### src/rtl/l2_infer_layer_pkg.sv
// Shared types and bus-slicing helpers for the layer-2 inference array.
package l2_pkg;

    typedef enum logic [2:0] {
        StIdle,
        StLatch,
        StMac,
        StCmp,
        StFire
    } state_e;

    // Threshold/potential width: product width plus headroom for p_s sums.
    function automatic int unsigned thr_width(input int unsigned width,
                                              input int unsigned shift);
        return width + shift + 4;
    endfunction

    // LSB of weight (neuron n, synapse k), both zero-based.
    function automatic int unsigned weight_lsb(input int unsigned n, input int unsigned k,
                                               input int unsigned s,
                                               input int unsigned width);
        return (n * s + k) * width;
    endfunction

    // LSB of threshold/potential for neuron n, zero-based.
    function automatic int unsigned thr_lsb(input int unsigned n, input int unsigned tw);
        return n * tw;
    endfunction

endpackage

### src/rtl/l2_infer_layer_if.sv
// Trainer/sync-facing bus of the layer-2 inference array.
interface l2_infer_layer_if #(
    parameter int unsigned p_width = 8,
    parameter int unsigned p_shift = 8,
    parameter int unsigned p_n     = 10,
    parameter int unsigned p_s     = 5
);
    import l2_pkg::*;

    localparam int unsigned p_thr_width = thr_width(p_width, p_shift);

    logic                         i_trace_tick;
    logic [p_s-1:0]               i_syncout;
    logic [p_n*p_s*p_width-1:0]   i_weights;
    logic [p_n*p_thr_width-1:0]   i_thresholds;
    logic [p_n-1:0]               o_spikeout;
    logic                         o_no_fire;
    logic [p_n*p_thr_width-1:0]   o_sv;
    logic                         o_busy;

    modport master (
        output i_trace_tick, i_syncout, i_weights, i_thresholds,
        input  o_spikeout, o_no_fire, o_sv, o_busy
    );

    modport slave (
        input  i_trace_tick, i_syncout, i_weights, i_thresholds,
        output o_spikeout, o_no_fire, o_sv, o_busy
    );

endinterface

### src/rtl/l2_infer_layer_trace_bank.sv
// Per-synapse decaying traces: a rising sync edge reloads all-ones, a tick
// decrements towards zero.
module l2_trace_bank #(
    parameter int unsigned p_width = 8,
    parameter int unsigned p_s     = 5
) (
    input  logic                     i_clk,
    input  logic                     i_rst_n,
    input  logic [p_s-1:0]           syncout,
    input  logic                     trace_tick,
    output logic [p_s-1:0]           events,
    output logic [p_s*p_width-1:0]   traces
);

    logic [p_s-1:0]         sync_q;
    logic [p_s-1:0]         sync_prev_q;
    logic [p_s*p_width-1:0] trace_q;

    // Register the sync lines and keep one cycle of history for edge detection.
    always_ff @(posedge i_clk or negedge i_rst_n) begin
        if (!i_rst_n) begin
            sync_q      <= '0;
            sync_prev_q <= '0;
        end else begin
            sync_q      <= syncout;
            sync_prev_q <= sync_q;
        end
    end

    assign events = sync_q & ~sync_prev_q;

    // Trace update; an event in the same cycle as a tick takes priority.
    always_ff @(posedge i_clk or negedge i_rst_n) begin
        if (!i_rst_n) begin
            trace_q <= '0;
        end else begin
            for (int unsigned k = 0; k < p_s; k++) begin
                if (events[k]) begin
                    trace_q[k*p_width +: p_width] <= '1;
                end else if (trace_tick && (trace_q[k*p_width +: p_width] != '0)) begin
                    trace_q[k*p_width +: p_width] <= trace_q[k*p_width +: p_width]
                                                     - p_width'(1);
                end
            end
        end
    end

    assign traces = trace_q;

endmodule

### src/rtl/l2_infer_layer.sv
// Layer-2 inference: serial-over-synapse MAC of traces and weights for all
// neurons in parallel, then a winner-take-all spike against thresholds.
module l2_infer_layer
    import l2_pkg::*;
#(
    parameter int unsigned p_width = 8,
    parameter int unsigned p_shift = 8,
    parameter int unsigned p_n     = 10,
    parameter int unsigned p_s     = 5
) (
    input logic             i_clk,
    input logic             i_rst_n,
    l2_infer_layer_if.slave bus
);

    localparam int unsigned p_thr_width = thr_width(p_width, p_shift);
    localparam int unsigned prod_w      = 2 * p_width;
    localparam int unsigned idx_w       = (p_s > 1) ? $clog2(p_s) : 1;

    logic [p_s-1:0]             events;
    logic [p_s*p_width-1:0]     traces;

    state_e                     state_q, state_d;
    logic                       pend_q, pend_d;
    logic                       mac_last;
    logic [idx_w-1:0]           mac_idx_q;
    logic [p_s*p_width-1:0]     trace_snap_q;
    logic [p_n*p_s*p_width-1:0] w_snap_q;
    logic [p_thr_width-1:0]     acc_q [p_n];
    logic [p_thr_width-1:0]     acc_next [p_n];
    logic [prod_w-1:0]          prod [p_n];
    logic [p_thr_width:0]       sum [p_n];
    logic [p_n*p_thr_width-1:0] sv_q;
    logic [p_n-1:0]             win_q, win_d;
    logic                       any_q, any_d;
    logic [p_thr_width-1:0]     best;

    l2_trace_bank #(
        .p_width (p_width),
        .p_s     (p_s)
    ) u_trace_bank (
        .i_clk      (i_clk),
        .i_rst_n    (i_rst_n),
        .syncout    (bus.i_syncout),
        .trace_tick (bus.i_trace_tick),
        .events     (events),
        .traces     (traces)
    );

    assign mac_last = (mac_idx_q == idx_w'(p_s - 1));

    // FSM state and pending-event flag.
    always_ff @(posedge i_clk or negedge i_rst_n) begin
        if (!i_rst_n) begin
            state_q <= StIdle;
            pend_q  <= 1'b0;
        end else begin
            state_q <= state_d;
            pend_q  <= pend_d;
        end
    end

    // Next state; events seen while busy are folded into one follow-up run.
    always_comb begin
        state_d = state_q;
        pend_d  = pend_q | (|events);
        unique case (state_q)
            StIdle:  if (pend_q || (|events)) state_d = StLatch;
            StLatch: state_d = StMac;
            StMac:   if (mac_last) state_d = StCmp;
            StCmp:   state_d = StFire;
            StFire:  state_d = StIdle;
            default: state_d = StIdle;
        endcase
        if ((state_q == StIdle) && (state_d == StLatch)) begin
            pend_d = 1'b0;
        end
    end

    // One synapse per MAC cycle, saturating accumulate for every neuron.
    always_comb begin
        for (int unsigned n = 0; n < p_n; n++) begin
            prod[n] = prod_w'(w_snap_q[weight_lsb(n, 32'(mac_idx_q), p_s, p_width) +: p_width])
                    * prod_w'(trace_snap_q[32'(mac_idx_q) * p_width +: p_width]);
            sum[n]      = {1'b0, acc_q[n]} + (p_thr_width + 1)'(prod[n]);
            acc_next[n] = sum[n][p_thr_width] ? '1 : sum[n][p_thr_width-1:0];
        end
    end

    // Winner: largest eligible potential, strict '>' keeps the lowest index on ties.
    always_comb begin
        win_d = '0;
        any_d = 1'b0;
        best  = '0;
        for (int unsigned n = 0; n < p_n; n++) begin
            if ((acc_q[n] >= bus.i_thresholds[thr_lsb(n, p_thr_width) +: p_thr_width])
                && (!any_d || (acc_q[n] > best))) begin
                any_d    = 1'b1;
                best     = acc_q[n];
                win_d    = '0;
                win_d[n] = 1'b1;
            end
        end
    end

    // Datapath: snapshot in LATCH, accumulate in MAC, publish result in CMP.
    always_ff @(posedge i_clk or negedge i_rst_n) begin
        if (!i_rst_n) begin
            mac_idx_q    <= '0;
            trace_snap_q <= '0;
            w_snap_q     <= '0;
            sv_q         <= '0;
            win_q        <= '0;
            any_q        <= 1'b0;
            for (int unsigned n = 0; n < p_n; n++) acc_q[n] <= '0;
        end else begin
            unique case (state_q)
                StLatch: begin
                    trace_snap_q <= traces;
                    w_snap_q     <= bus.i_weights;
                    mac_idx_q    <= '0;
                    for (int unsigned n = 0; n < p_n; n++) acc_q[n] <= '0;
                end
                StMac: begin
                    mac_idx_q <= mac_idx_q + idx_w'(1);
                    for (int unsigned n = 0; n < p_n; n++) acc_q[n] <= acc_next[n];
                end
                StCmp: begin
                    win_q <= win_d;
                    any_q <= any_d;
                    for (int unsigned n = 0; n < p_n; n++) begin
                        sv_q[n*p_thr_width +: p_thr_width] <= acc_q[n];
                    end
                end
                default: ;
            endcase
        end
    end

    assign bus.o_spikeout = (state_q == StFire) ? win_q : '0;
    assign bus.o_no_fire  = (state_q == StFire) && !any_q;
    assign bus.o_sv       = sv_q;
    assign bus.o_busy     = (state_q != StIdle);

endmodule

### src/flat_wrapper.sv
// flat-port wrapper written by rule: the top's interface ports become plain ports
module l2_infer_layer_flat import l2_pkg::*;
#(
    parameter int unsigned p_width = 8,
    parameter int unsigned p_shift = 8,
    parameter int unsigned p_n     = 10,
    parameter int unsigned p_s     = 5
)
  (i_clk, i_rst_n, bus_i_trace_tick, bus_i_syncout, bus_i_weights, bus_i_thresholds, bus_o_spikeout, bus_o_no_fire, bus_o_sv, bus_o_busy);
  l2_infer_layer_if #(.p_width(p_width), .p_shift(p_shift), .p_n(p_n), .p_s(p_s)) bus_i ();
  input logic i_clk;
  input logic i_rst_n;
  input wire logic [$bits(bus_i.i_trace_tick)-1:0] bus_i_trace_tick;
  input wire logic [$bits(bus_i.i_syncout)-1:0] bus_i_syncout;
  input wire logic [$bits(bus_i.i_weights)-1:0] bus_i_weights;
  input wire logic [$bits(bus_i.i_thresholds)-1:0] bus_i_thresholds;
  output wire logic [$bits(bus_i.o_spikeout)-1:0] bus_o_spikeout;
  output wire logic [$bits(bus_i.o_no_fire)-1:0] bus_o_no_fire;
  output wire logic [$bits(bus_i.o_sv)-1:0] bus_o_sv;
  output wire logic [$bits(bus_i.o_busy)-1:0] bus_o_busy;
  assign bus_i.i_trace_tick = bus_i_trace_tick;
  assign bus_i.i_syncout = bus_i_syncout;
  assign bus_i.i_weights = bus_i_weights;
  assign bus_i.i_thresholds = bus_i_thresholds;
  assign bus_o_spikeout = bus_i.o_spikeout;
  assign bus_o_no_fire = bus_i.o_no_fire;
  assign bus_o_sv = bus_i.o_sv;
  assign bus_o_busy = bus_i.o_busy;
  l2_infer_layer #(.p_width(p_width), .p_shift(p_shift), .p_n(p_n), .p_s(p_s)) u_core (.i_clk(i_clk), .i_rst_n(i_rst_n), .bus(bus_i));
endmodule
### config.mk
export PLATFORM = sky130hd
export DESIGN_NAME = l2_infer_layer_flat
export DESIGN_NICKNAME = d
export VERILOG_FILES = /design/src/rtl/l2_infer_layer_pkg.sv /design/src/rtl/l2_infer_layer_if.sv /design/src/rtl/l2_infer_layer_trace_bank.sv /design/src/rtl/l2_infer_layer.sv /design/src/flat_wrapper.sv
export SDC_FILE = /design/constraint.sdc
export NUM_CORES = 2
export LEC_CHECK = 0
export BUFFER_PORTS_ARGS = -buffer_cell sky130_fd_sc_hd__buf_4
export CORE_MARGIN = 4
export CORE_UTILIZATION = 31
export DETAILED_ROUTE_END_ITERATION = 16
export HOLD_SLACK_MARGIN = 0.03
export PLACE_DENSITY = 0.45
export SLEW_MARGIN = 20
export SYNTH_ARGS = -nofsm -noshare
export SYNTH_HDL_FRONTEND = slang
export SYNTH_SLANG_ARGS = --single-unit
### constraint.sdc
create_clock -name i_clk -period 25.2 [get_ports i_clk]
set_input_delay 3.78 -clock i_clk [delete_from_list [all_inputs] [get_ports i_clk]]
set_output_delay 3.78 -clock i_clk [all_outputs]
set_load 0.005 [all_outputs]
### Word level (Yosys, flattened, before mapping)

Cells that the tools add are included.

| storage, ports and cells | value |
|---|---|
| register bits | 908 |
| input bits | 608 |
| output and inout bits | 212 |
| logic and storage cells | 205 |

| cells by class | value |
|---|---|
| add/sub/neg operators | 25 |
| multiply operators | 10 |
| $lt $le $gt $ge | 19 |
| equality and inequality tests | 6 |
| shift-type cells | 11 |
| multiplexer cells | 56 |
| bitwise logic cells | 3 |
| reductions and logical operators | 50 |

Operator list:

| kind | count |
|---|---|
| indexed part select 400 x 33 -> 8 bit | 9 |
| case mux 200 bit (2 select lines) | 1 |
| indexed part select 400 x 7 -> 8 bit | 1 |
| two-way mux 20 bit | 19 |
| adder 20 x 16 -> 21 bit | 10 |
| greater-or-equal comparator 20 bit | 10 |
| greater-than comparator 20 bit | 9 |
| multiplier 8 x 8 -> 16 bit | 10 |
| two-way mux 10 bit | 10 |
| two-way mux 8 bit | 10 |
| nonzero test 8 bit | 5 |
| indexed part select 40 x 7 -> 8 bit | 1 |
| subtractor 8 x 1 -> 8 bit, second input constant | 5 |
| adder 6 x 3 -> 7 bit, first input constant | 3 |
| adder 5 x 3 -> 6 bit, first input constant | 3 |
| logical AND 1 bit | 16 |
| two-way mux 1 bit | 12 |
| case mux 3 bit (4 select lines) | 1 |
| nonzero test 2 bit | 6 |
| adder 4 x 3 -> 5 bit, first input constant | 2 |
| logical NOT 1 bit | 10 |
| logical OR 1 bit | 10 |
| == test 3 x 1 -> 1 bit, second input constant | 2 |
| == test 3 x 2 -> 1 bit, second input constant | 2 |
| 11 further kinds | 13 |

### Longest topological paths before layout

| depth | value |
|---|---|
| depth after elaboration | 38 |
| depth in mapped cells | 123 |
| depth with buffers taken out | 107 |

### Hierarchy

A second synthesis with hierarchy kept.

| unflattened totals | value |
|---|---|
| cells, all modules | 8601 |
| area total of the unflattened synthesis | 75187.1 µm² |

Modules (own cells, without submodules):

| module | instances | cells each | area each (µm²) | seq. area each (µm²) |
|---|---|---|---|---|
| l2_infer_layer | 1 | 8350 | 72706.0 | 21470.6 |
| l2_trace_bank | 1 | 251 | 2481.1 | 1251.2 |

### Worst setup path after synthesis

No wires, ideal clock.

| path | value |
|---|---|
| path type | input to register |
| start point | in bus_i_thresholds[13] |
| end point | reg u_core.win_q[0] |
| setup time | 92 ps |
| arrival time | 25599 ps |
| data required time | 25108 ps |
| setup slack | -490 ps |
| stages on the path | 119 |
| path buffers | 16 |
| path through | inv_1 ha_1 nand4_1 nor3_1 o311ai_0 a41oi_1 clkbuf_1 clkbuf_1 nand2_1 ha_1 nand3_1 nor3_1 and3b_1 a211oi_2 o21a_1 nor2_1 clkbuf_1 a22oi_1 [83 not listed] clkbuf_1 a21o_1 o22ai_1 ha_1 a21o_1 a21o_1 a21o_1 a21o_1 a21o_1 a21o_1 a21o_1 a221oi_1 o21ai_0 o21ai_0 a21oi_1 or4_1 buf_2 o31ai_2 |

| between the ends | value |
|---|---|
| word-level cells in the longest chain between the ends | 38 |
| elaborated cells between the ends (all ways) | 65 |
| those cells by class | order compare (10); mux (28); reduce/logical (27) |

Ends and longest elaborated chain:

| element | line | RTL |
|---|---|---|
| from (decl) | flat_wrapper.sv:16 | `input wire logic [$bits(bus_i.i_thresholds)-1:0] bus_i_thresholds;` |
| greater-or-equal comparator 20 bit * | l2_infer_layer.sv:96 | `if ((acc_q[n] >= bus.i_thresholds[thr_lsb(n, p_thr_width) +: p_thr_width])` |
| two-way mux 20 bit or two-way mux 1 bit (tied branches) | l2_infer_layer.sv:96 |  |
| greater-than comparator 20 bit or logical NOT 1 bit (tied branches) | l2_infer_layer.sv:97 | `&& (!any_d \|\| (acc_q[n] > best))) begin` |
| logical OR 1 bit | l2_infer_layer.sv:97 |  |
| logical AND 1 bit | l2_infer_layer.sv:97 |  |
| two-way mux 20 bit or two-way mux 1 bit (tied branches) | l2_infer_layer.sv:96 |  |
| greater-than comparator 20 bit or logical NOT 1 bit (tied branches) | l2_infer_layer.sv:97 |  |
| logical OR 1 bit | l2_infer_layer.sv:97 |  |
| [22 not listed] | - |  |
| greater-than comparator 20 bit or logical NOT 1 bit (tied branches) | l2_infer_layer.sv:97 |  |
| logical OR 1 bit | l2_infer_layer.sv:97 |  |
| logical AND 1 bit | l2_infer_layer.sv:97 |  |
| two-way mux 20 bit or two-way mux 1 bit (tied branches) | l2_infer_layer.sv:96 |  |
| greater-than comparator 20 bit or logical NOT 1 bit (tied branches) | l2_infer_layer.sv:97 |  |
| logical OR 1 bit | l2_infer_layer.sv:97 |  |
| logical AND 1 bit | l2_infer_layer.sv:97 |  |
| two-way mux 10 bit * | l2_infer_layer.sv:96 |  |
| to (signal assigned) | l2_infer_layer.sv:129 | `win_q <= win_d;` |
| to (decl) | l2_infer_layer.sv:34 | `logic [p_n-1:0] win_q, win_d;` |

Mark *: on every way between the ends. The rest lies on a longest branch, timed or not.
A chain may end at the register's enable or synchronous reset.

### Worst setup path after layout

| path | value |
|---|---|
| start point | in bus_i_thresholds[13] |
| end point | reg u_core.win_q[1] |

Same word-level chain as after synthesis.

==> results.py <==
metrics = {
    "global_routing": {
        "grt_max_degree": 222,
        "antenna_found_initial": 36,
        "grt_pass1_vias": 64965,
        "grt_pass1_wl_um": 444000,
        "grt_usage": 0.237,
        "overflow": 0,
    },
    "place": {
        "placedCellCount": 12433,
        "gp_congestion": 0.900,
        "dp_hpwl_um": 237000,
        "numPortBuffers": 819,
    },
    "yosys": {
        "ys_warn_count": 0,
        "synth_xor_area_frac": 0.0134,
        "muxShareOfSynthArea": 0.0568,
        "synth_top_family_by_area": "adder cells",
        "syn_area_per_cell_um2": 8.87,
        "synth_edf_count": 0,
        "syn_inst": 8496,
        "async_flop_share": 1.00,
        "synth_seq_area_share": 0.302,
        "synthFlopType": "dfrtp_1",
        "netlist_area_um2": 75300,
        "ys_seq_elements": 908,
        "synthAdderAreaFrac": 0.266,
        "synth-simple-area-share": 0.174,
        "synth.distinct_cells": 89,
        "syn_nets": 10405,
        "synth_compound_area_frac": 0.115,
    },
    "timing": {
        "setup_violations": 0,
        "slew_viol_final": 0,
        "layout_min_cycle_time_ps": 23970,
        "worstMarginPinSlew_ps": 1110,
        "rsz0062_at_grt": "no",
        "skew_ps": 60.5,
        "max_freq_mhz": 41.7,
        "hold_slack_ps": 379,
        "final_hold_viol_count": 0,
        "max_slew_margin": 0.259,
        "fin_crit_sh": 0.951,
    },
    "critical_path": {
        "ff2ff_path_depth": 112,
        "critical-path-top-delay-family": "compound AO/OA/AOI/OAI gates",
        "critPathLaunchType": "input pin",
        "crit_required_ps": 25870,
        "r2r_slack_ps": 3630,
        "crit_type": "in -> reg",
        "cp-startpoint": "bus_i_thresholds[13]",
        "r2r_start": "u_core.acc_q[195]",
        "cp.depth": 114,
        "cp.arrival_ps": 24640,
        "critPathMaxStageDelay_ps": 470,
        "path_max_fanout": 27,
        "crit_end": "u_core.win_q[1]",
        "slowest_stage": "or4b_1",
        "critPathMostFrequentCell": "a21o_1",
        "crit_buf_inv": 16,
        "r2r_end": "u_core.win_q[1]",
        "worstSetupEndpointType": "register",
    },
    "routing": {
        "top_layer_used": "met5",
        "viasPerCell": 5.00,
        "routedWlPerCell_um": 23.8,
        "drt-total-wl_um": 302000,
        "drc": 0,
        "drtAntennaViolNets": 0,
        "drt_iter0_drc": 4371,
        "num_vias": 63289,
        "met3WireLength_um": 18500,
        "met1Wirelength_um": 154000,
        "firstDrtPassIters": 6,
        "dr_wl_met2_um": 122000,
    },
    "floorplan": {
        "start_util": 0.312,
        "num_rows": 180,
        "ios": 820,
        "coreArea_um2": 241000,
        "die_w_um": 501,
        "die_y_um": 501,
        "fp.dieArea_um2": 251000,
    },
    "hold_path": {
        "holdCritPathClass": "reg -> reg",
    },
    "status": {
        "status": "finished, final reports clean",
    },
    "layout": {
        "layout_common_cells": "2,207 x nand2_1, 1,125 x buf_4, 1,084 x inv_1",
        "final_common_cell": "nand2_1",
        "drive_above_1_share": 0.168,
        "stdcell_count": 12662,
        "syn_to_final_growth_pct": 20.3,
        "nets": 11280,
    },
    "clocking": {
        "cts_tree": "done",
        "cts_hold_buf": 0,
        "clk_path_buf_depth": 3,
        "cts_made_buffers": 116,
        "htreeDepth": 3,
        "clock_latency_ps": 780,
        "clock_sinks": 908,
        "path_clk_slew_ps": 60,
        "cts_root_buffer": "clkbuf_16",
    },
    "run": {
        "max_cap_violations": 0,
    },
}
-- layout make-up --
cell class,count,area (um2)
fillers,24814,151000
multi-input cells,6121,47300
flip-flops and latches,908,22700
repair buffers,1137,8670
inverters,1087,4080
well taps,3185,3990
clock buffers,173,3400
clock inverters,39,430
diodes,12,30.0
-- how the worst min path moves through the flow --
stage / from / to / slack [ps] / depth (start not counted)
after floorplan: u_core.u_trace_bank.sync_q[0] / u_core.u_trace_bank.sync_prev_q[0] / 350 / 0
after global placement: u_core.u_trace_bank.sync_q[3] / u_core.u_trace_bank.sync_prev_q[3] / 370 / 0
after detailed placement: u_core.u_trace_bank.sync_q[4] / u_core.u_trace_bank.sync_prev_q[4] / 370 / 0
after CTS: u_core.u_trace_bank.sync_q[4] / u_core.u_trace_bank.sync_prev_q[4] / 380 / 0
after global routing: u_core.u_trace_bank.sync_q[4] / u_core.u_trace_bank.sync_prev_q[4] / 390 / 0
final: u_core.u_trace_bank.sync_q[0] / u_core.u_trace_bank.sync_prev_q[0] / 380 / 0
-- layer usage --
layer,up-vias,global-route usage
met5,-,0
met4,30,0.0534
met3,301,0.0411
met2,1775,0.337
met1,31421,0.370
li1,29762,-
-- sequential cells by signal (all words and copies together) (netlist names) --
name and count:
u_core.w_snap_q 400, u_core.acc_q 200, u_core.bus.o_sv 200, u_core.trace_snap_q 40
u_core.u_trace_bank.traces 40, u_core.win_q 10, u_core.u_trace_bank.sync_prev_q 5, u_core.u_trace_bank.sync_q 5
u_core.mac_idx_q 3, u_core.state_q 3, u_core.any_q 1, u_core.pend_q 1
-- kinds of logic (layout without fill, tap and decap cells) --
logic type               after synthesis  in the layout
other                                  0             12
AO/OA/AOI/OAI                       1249           1249
XOR/XNOR                             115            115
buffers and inverters               1467           2436
AND/OR/NAND/NOR                     3161           3161
flip-flops                           908            908
multiplexers                         295            295
adder cells (fa/ha/maj)             1301           1301
-- timing repair --
action                     in CTS  in global routing
resized for setup               0                 26
setup endpoints to repair       0                 10
buffers inserted                0                  4
-- per-stage QoR --
step                      area, um2  TNS (ps)   util  setup slack [ps]
final                         90700         0  0.376              1230
after global routing          90700         0  0.376              13.3
after CTS                     90500         0  0.375               630
after floorplan               75400         0      -              24.8
after global placement        86600         0  0.359              34.3
after detailed placement      86600      -833  0.359              -148
-- synth_stat cells, types with 44 or more instances --
library cell  instances  area share
a221o_1             129       0.017
nor2b_1              44      0.0037
nor2_1              405       0.020
inv_1              1085       0.054
xnor2_1              93       0.011
a21oi_1             216       0.014
mux2i_1             123       0.016
and2_1              122       0.010
fa_1                500        0.13
mux4_2               99       0.030
a21o_1              173       0.017
nor3_1               80      0.0053
nand4_1              56      0.0046
nand2b_1             62      0.0051
nand2_1            2207        0.11
buf_1                51      0.0025
dfrtp_1             908        0.30
clkbuf_1            317       0.016
ha_1                801        0.13
mux2_2               73       0.011
o21ai_0             336       0.022
a211o_1              46      0.0053
nand3_1              71      0.0047
Power is not shown: default switching activity piles up to over one toggle a cycle in this logic, so the estimate is an artifact.
